### config.mk
export PLATFORM = sky130hd
export DESIGN_NAME = spi_master_ctrl
export DESIGN_NICKNAME = d
export VERILOG_FILES = /design/src/rtl/spi_pkg.sv /design/src/rtl/spi_clk_gen.sv /design/src/rtl/spi_master_ctrl.sv
export SDC_FILE = /design/constraint.sdc
export NUM_CORES = 1
export LEC_CHECK = 0
export ABC_CLOCK_PERIOD_IN_PS = 1540
export CORE_UTILIZATION = 40
export CTS_CLUSTER_SIZE = 30
export DETAILED_ROUTE_END_ITERATION = 8
export PLACE_DENSITY = 0.82
export SLEW_MARGIN = 20
export SYNTH_ARGS = -nofsm -noshare
export SYNTH_HDL_FRONTEND = slang
export SYNTH_SLANG_ARGS = --single-unit
### constraint.sdc
create_clock -name i_clk -period 1.54 [get_ports i_clk]
set_clock_uncertainty 0.05 [all_clocks]
set_input_delay 0.462 -clock i_clk [delete_from_list [all_inputs] [get_ports i_clk]]
set_output_delay 0.462 -clock i_clk [all_outputs]
set_load 0.02 [all_outputs]
### src/rtl/spi_pkg.sv
// Shared types and constants for the SPI master sequencer.
package spi_pkg;

   localparam int SPI_WIDTH = 8;

   typedef enum logic [1:0] {
      SR_HOLD  = 2'b00,
      SR_RIGHT = 2'b01,
      SR_LEFT  = 2'b10,
      SR_LOAD  = 2'b11
   } sr_mode_t;

   typedef enum logic [2:0] {
      ST_IDLE,
      ST_LOAD,
      ST_SETUP,
      ST_SHIFT,
      ST_READ,
      ST_DONE,
      ST_HOLD
   } spi_state_t;

endpackage

### src/rtl/spi_clk_gen.sv
// SCLK half-period divider: o_tick marks the last i_clk cycle of each CLK_DIV-cycle period.
module spi_clk_gen #(
   parameter int CLK_DIV = 4
) (
   input  logic i_clk,
   input  logic i_rst,
   input  logic i_en,
   output logic o_tick
);

   localparam int CW = (CLK_DIV > 1) ? $clog2(CLK_DIV) : 1;
   localparam logic [CW-1:0] LAST = CW'(CLK_DIV - 1);

   logic [CW-1:0] cnt_q, cnt_d;

   // Counter restarts from zero whenever the divider is disabled, so every phase starts aligned.
   always_comb begin
      cnt_d = '0;
      if (i_en && (cnt_q != LAST)) begin
         cnt_d = cnt_q + 1'b1;
      end
   end

   always_ff @(posedge i_clk) begin
      if (i_rst) begin
         cnt_q <= '0;
      end else begin
         cnt_q <= cnt_d;
      end
   end

   assign o_tick = i_en && (cnt_q == LAST);

endmodule

### src/rtl/spi_master_ctrl.sv
// Byte-level SPI master sequencer (mode 0) driving an external shift register.
// Define SPI_BURST_EN to allow back-to-back bytes under a single chip select.
module spi_master_ctrl
   import spi_pkg::*;
#(
   parameter int CLK_DIV = 4
) (
   input  logic                 i_clk,
   input  logic                 i_rst,
   input  logic [SPI_WIDTH-1:0] i_tx_data,
   input  logic                 i_tx_valid,
   output logic                 o_tx_ready,
   input  logic                 i_lsb_first,
   output logic [SPI_WIDTH-1:0] o_rx_data,
   output logic                 o_rx_valid,
   output logic                 o_busy,
   output logic                 o_sclk,
   output logic                 o_cs_n,
   output logic [1:0]           o_sr_mode,
   output logic                 o_sr_slow_clk,
   output logic                 o_sr_output_enable_n,
   output logic [SPI_WIDTH-1:0] o_sr_parallel,
   input  logic [SPI_WIDTH-1:0] i_sr_parallel
);

   spi_state_t           state_q, state_d;
   logic [3:0]           halfCnt_q, halfCnt_d;
   logic [SPI_WIDTH-1:0] txByte_q, rxData_q;
   logic                 lsbFirst_q, rxValid_q;
   logic                 sclk_q, sclk_d;
   logic                 csN_q, csN_d;
   logic                 slowClk_q, slowClk_d;
   logic                 oeN_q, oeN_d;
   sr_mode_t             srMode_q, srMode_d;
   logic                 txReady, accept, divEn, tick;

`ifdef SPI_BURST_EN
   logic burst_q;

   assign txReady = !i_rst && ((state_q == ST_IDLE) || (state_q == ST_DONE));

   // Remembers that the current LOAD came straight from DONE, so SETUP is skipped.
   always_ff @(posedge i_clk) begin
      if (i_rst) begin
         burst_q <= 1'b0;
      end else if (accept) begin
         burst_q <= (state_q == ST_DONE);
      end
   end
`else
   assign txReady = !i_rst && (state_q == ST_IDLE);
`endif

   assign accept = i_tx_valid && txReady;
   assign divEn  = (state_q == ST_SETUP) || (state_q == ST_SHIFT) || (state_q == ST_HOLD);

   spi_clk_gen #(
      .CLK_DIV(CLK_DIV)
   ) uClkGen (
      .i_clk (i_clk),
      .i_rst (i_rst),
      .i_en  (divEn),
      .o_tick(tick)
   );

   // Half-period counter only runs in SHIFT and wraps back to zero on the 16th tick.
   always_comb begin
      state_d   = state_q;
      halfCnt_d = '0;
      case (state_q)
         ST_IDLE: begin
            if (accept) state_d = ST_LOAD;
         end
         ST_LOAD: begin
`ifdef SPI_BURST_EN
            state_d = burst_q ? ST_SHIFT : ST_SETUP;
`else
            state_d = ST_SETUP;
`endif
         end
         ST_SETUP: begin
            if (tick) state_d = ST_SHIFT;
         end
         ST_SHIFT: begin
            halfCnt_d = halfCnt_q;
            if (tick) begin
               halfCnt_d = halfCnt_q + 4'd1;
               if (halfCnt_q == 4'd15) state_d = ST_READ;
            end
         end
         ST_READ: begin
            state_d = ST_DONE;
         end
         ST_DONE: begin
            state_d = ST_HOLD;
`ifdef SPI_BURST_EN
            if (accept) state_d = ST_LOAD;
`endif
         end
         ST_HOLD: begin
            if (tick) state_d = ST_IDLE;
         end
         default: begin
            state_d = ST_IDLE;
         end
      endcase
   end

   // Pin outputs are derived from the next state so they change on the same edge as the state.
   always_comb begin
      sclk_d    = (state_d == ST_SHIFT) && halfCnt_d[0];
      slowClk_d = (state_q == ST_SHIFT) && tick && !halfCnt_q[0];
      oeN_d     = (state_d != ST_READ);
      case (state_d)
         ST_IDLE: csN_d = 1'b1;
         ST_LOAD: csN_d = csN_q;
         default: csN_d = 1'b0;
      endcase
      srMode_d = SR_HOLD;
      if (state_d == ST_LOAD) begin
         srMode_d = SR_LOAD;
      end else if (state_d == ST_SHIFT) begin
         srMode_d = lsbFirst_q ? SR_RIGHT : SR_LEFT;
      end
   end

   always_ff @(posedge i_clk) begin
      if (i_rst) begin
         state_q    <= ST_IDLE;
         halfCnt_q  <= '0;
         txByte_q   <= '0;
         lsbFirst_q <= 1'b0;
         rxData_q   <= '0;
         rxValid_q  <= 1'b0;
         sclk_q     <= 1'b0;
         csN_q      <= 1'b1;
         slowClk_q  <= 1'b0;
         oeN_q      <= 1'b1;
         srMode_q   <= SR_HOLD;
      end else begin
         state_q   <= state_d;
         halfCnt_q <= halfCnt_d;
         if (accept) begin
            txByte_q   <= i_tx_data;
            lsbFirst_q <= i_lsb_first;
         end
         if (state_q == ST_DONE) begin
            rxData_q <= i_sr_parallel;
         end
         rxValid_q <= (state_q == ST_DONE);
         sclk_q    <= sclk_d;
         csN_q     <= csN_d;
         slowClk_q <= slowClk_d;
         oeN_q     <= oeN_d;
         srMode_q  <= srMode_d;
      end
   end

   assign o_tx_ready           = txReady;
   assign o_busy               = (state_q != ST_IDLE);
   assign o_rx_data            = rxData_q;
   assign o_rx_valid           = rxValid_q;
   assign o_sclk               = sclk_q;
   assign o_cs_n               = csN_q;
   assign o_sr_mode            = srMode_q;
   assign o_sr_slow_clk        = slowClk_q;
   assign o_sr_output_enable_n = oeN_q;
   assign o_sr_parallel        = txByte_q;

endmodule

==> results by stage <==
STA:
- Setup total negative slack on the finished layout was measured at -317 ps.
- The maximum operating frequency is 0.579 GHz.
- In the post-route analysis, the smallest setup slack over all paths is -187 ps.
- The total count of max-transition violations in the final report is 0.
- After layout, the minimum clock period comes to 1730 ps.
- Dividing the final minimum period by the clock period gives 1.12.
- The transition time at the pin with the least slew margin is 270 ps.
- The worst pin sits at a relative slew slack of 0.820.
- Setup repair after global routing could not meet its margin everywhere.
- The number of hold violations in the final report is 0.
- Setup violations remaining at the end of the flow were counted as 2.

Routing:
- The via count is 1126.
- The detailed router finished its first iteration with 19 violations.
- In the routed design, unresolved DRC markers number 0.
- The number of nets still failing antenna checks after routing is 0.
- In the final routed layout, each cell accounts on average for 12.8 um.
- The aggregate routed wire length is 2960 um.
- After detailed routing, the number of vias per cell comes to 4.87.
- The first detailed-routing pass took 4 iterations.

Synthesis:
- For this run, the number of Yosys warnings is 0.
- The proportion of synthesized flip-flops having asynchronous set or reset is 0.
- Of the total synthesized cell area, the portion taken by full adders, half adders and majority gates is 0.0185.
- The number of unique standard cell types used by synthesis is 35.
- The synthesized instance count is 133.
- After synthesis, the cell types taking the most area are dfxtp_1 49%, mux2i_1 7.4%, mux2_4 6.7%, nor2b_1 3.7%, nor2_1 3.0%.
- The share of the Yosys chip area taken by registers is 0.488.
- By instance count, the leading cell after synthesis is dfxtp_1.
- The share of synthesized area in the top cell type comes to 0.488.
- The dominant register cell in the synthesized netlist is dfxtp_1.
- The synthesized-area fraction occupied by ao, oa, aoi and oai cells was 0.0749.
- Measured against the total synthesized area, the mux share comes to 0.157.
- The dominant combinational cell family by area after synthesis is simple AND/OR/NAND/NOR gates.
- The synthesized netlist occupies a cell area of 1350 um2.
- The dominant cell type by area after synthesis is dfxtp_1.
- By count the netlist is led by 33 x dfxtp_1, 11 x nor2_1, 10 x mux2i_1.
- Each instance of the synthesized netlist takes up on average 10.2 um2.
- The number of enable-type register cells in the synthesized netlist is 0.
- In this run, synthesis produced a sequential element count of 33.
- Counting every net in the synthesized netlist gives 155.
- The share of synthesized cell area in and, or, nand and nor gates is 0.202.
- The xor/xnor share of the synthesized area is 0.00647.

Pwr:
- The total power draw is 1.81 mW.
- The ratio of total power to cell area is 919 nW/um2.
- Summed over all nets, the switching power comes to 0.397 mW.
- The power share of the sequential group is 0.498.
- The leakage power is 0.849 nW.
- The share of power burned in the clock network is 0.366.
- VDD sags by at most 558 uV.
- Of the total power, the share spent switching nets is 0.220.
- The internal portion of the total power is 1.41 mW.
- The power share of the combinational group is 0.137.

Place:
- The post-place instance area is 1880 um2.
- The final RePlAce weighted congestion is 0.784.
- The count of buffers added on input and output ports is 44.
- The placed wire-length estimate after detailed placement is 2210 um.

CTS:
- The tree is rooted in a clkbuf_4.
- The insertion delay of the later-clocked pin in the worst-skew pair is 330 ps.
- The number of H-tree levels is 2.
- The CTS clock-pin slew for the worst setup and hold paths is 100 ps.
- The CTS tree is yes.
- The clock sink count is 33.
- The deepest clock path buffer count is 2.
- The TritonCTS buffer count is 5.

Global routing:
- The via count of the first global-routing pass is 1081.
- The initial antenna violation count came to 0.
- The global router's overall resource usage is 0.171.
- Entering global routing, the biggest net connects 28 pins.
- The first-pass GRT wire length is 4450 um.
- For this run the aggregate overflow at the end of global routing stands at 0.

Critical path:
- The critical path is of the reg -> out type.
- STA classifies the critical path endpoint as an output pin.
- In this run the register-to-register setup slack is 10 ps.
- The worst path arrival time is 1210 ps.
- Data on the critical path is required at its endpoint by 1030 ps.
- The cell depth of the worst flop-to-flop path is 4.
- The worst register-to-register path begins at state_q[1].
- The worst register-to-register path ends at halfCnt_q[3].
- Along the worst path, the maximum fanout reaches 3.
- The critical path startpoint category is a register.

Job:
- The reported max-cap violation count is 0.

Floorplanning:
- The width of the die is 60.2 um.
- For this configuration, the core starts out at a cell density of 0.433.
- 45 I/O pins were placed.
- The total number of placement rows is 20.
- The floorplan step set the die height to 60.2 um.
- The die covers 3620 um2.
- After floorplanning, the core was sized to cover 3130 um2.

Hold path:
- The worst hold path belongs to the class reg -> reg.
- The worst hold path startpoint is uClkGen.cnt_q[0].
- Along the worst hold path, the cell count comes to 1.
- The destination of the worst hold path is uClkGen.cnt_q[0].

Layout:
- In the final design database the tool counted 208 nets.
- The layout overhead on the synthesized area is 45.4%.
- The register area is 666 um2.
- The filler cells instantiated in the layout total 268.
- The fraction of final layout cells with drive strength greater than 1 is 0.230.
- The number of inserted diodes is 0.
- The footprint of the multi-input gates is 643 um2.
- After routing the design area is 1970 um2.
- At the end of the flow the core is filled with cells to 0.629.

Run status:
- The run finished, with violations left.
- The checks that failed: negative setup slack.
-- cell usage in the layout (no fill, tap or decap), drive strengths merged --
cell type / instances
a31oi: 1
nor4b: 1
nor2: 11
inv: 6
mux2: 8
clkdlybuf4s50: 18
a21oi: 6
clkbuf: 11
a21bo: 1
or4: 1
a31o: 1
dlygate4sd2: 4
nor4: 2
bufinv: 1
and4bb: 1
nand3b: 2
or3: 5
buf: 13
o31ai: 2
nor2b: 8
clkdlybuf4s15: 16
nand4: 1
and4: 1
ha: 2
nand2: 6
xnor2: 1
dfxtp: 33
nand3: 2
a21o: 1
o21ai: 3
nand2b: 3
a211o: 1
nor3: 4
mux2i: 10
-- power by group through the flow --
stage	registers (mW)	logic, mW	clock network, mW
floorplan	0.947	0.0990	0
global placement	0.918	0.245	0
detailed placement	0.919	0.250	0
CTS	0.900	0.241	0.677
global route	0.904	0.261	0.720
finish	0.900	0.247	0.661
-- cell type report --
| class | count | share of cell area |
|---|---|---|
| Clock inverter | 1 | 0.0153 |
| Inverter | 6 | 0.0114 |
| Clock buffer | 7 | 0.0280 |
| Timing Repair Buffer | 55 | 0.252 |
| Multi-Input combinational cell | 85 | 0.327 |
| Sequential cell | 33 | 0.338 |
| Tap cell | 44 | 0.0280 |
-- logic make-up after synthesis --
family / after synthesis
simple gates: 48
flops: 33
mux: 18
compound gates: 16
buf+inv: 15
fa+ha+maj: 2
xor+xnor: 1
-- how the worst max path moves through the flow --
stage,from,end
after floorplan,i_rst,o_sr_parallel[0]
after global placement,i_rst,o_tx_ready
after detailed placement,i_rst,o_tx_ready
after CTS,state_q[0],o_busy
after global routing,state_q[0],o_busy
final,state_q[0],o_busy
-- through the flow --
step                      worst slack (ps)  hold slack [ps]  std cells
after floorplan                      -94.2              355        133
after global placement                -757              363        221
after detailed placement              -759              384        221
after CTS                             -190              403        230
after global routing                  -214              427        231
final                                 -187              404        231
-- sequential cells by signal (all words and copies together) (netlist names) --
register,flops
o_cs_n,1
o_sclk,1
lsbFirst_q,1
o_sr_output_enable_n,1
o_sr_mode,2
halfCnt_q,4
o_rx_valid,1
uClkGen.cnt_q,2
o_rx_data,8
o_sr_slow_clk,1
o_sr_parallel,8
state_q,3
-- worst max-delay path, cell delays in order, from the launching register on --
cell and delay, ps:
dfxtp_2 350, or3_4 400, buf_6 140
-- layer usage --
| layer | track usage | wire length (um) | vias up | share of wire |
|---|---|---|---|---|
| li1 | - | - | 567 | - |
| met3 | 0.0693 | 221 | 4 | 0.075 |
| met2 | 0.336 | 1530 | 44 | 0.52 |
| met4 | 0.0399 | 21 | 0 | 0.0071 |
| met5 | 0 | 0 | - | 0 |
| met1 | 0.159 | 1190 | 511 | 0.40 |
-- what timing repair did --
action                     CTS  global route
buffers inserted             1             1
hold buffers                 0             0
gates resized for setup     41            25
setup endpoints to repair   31            27
pin swaps                    1             1
No activity file was read; power rests on OpenSTA's default activity.
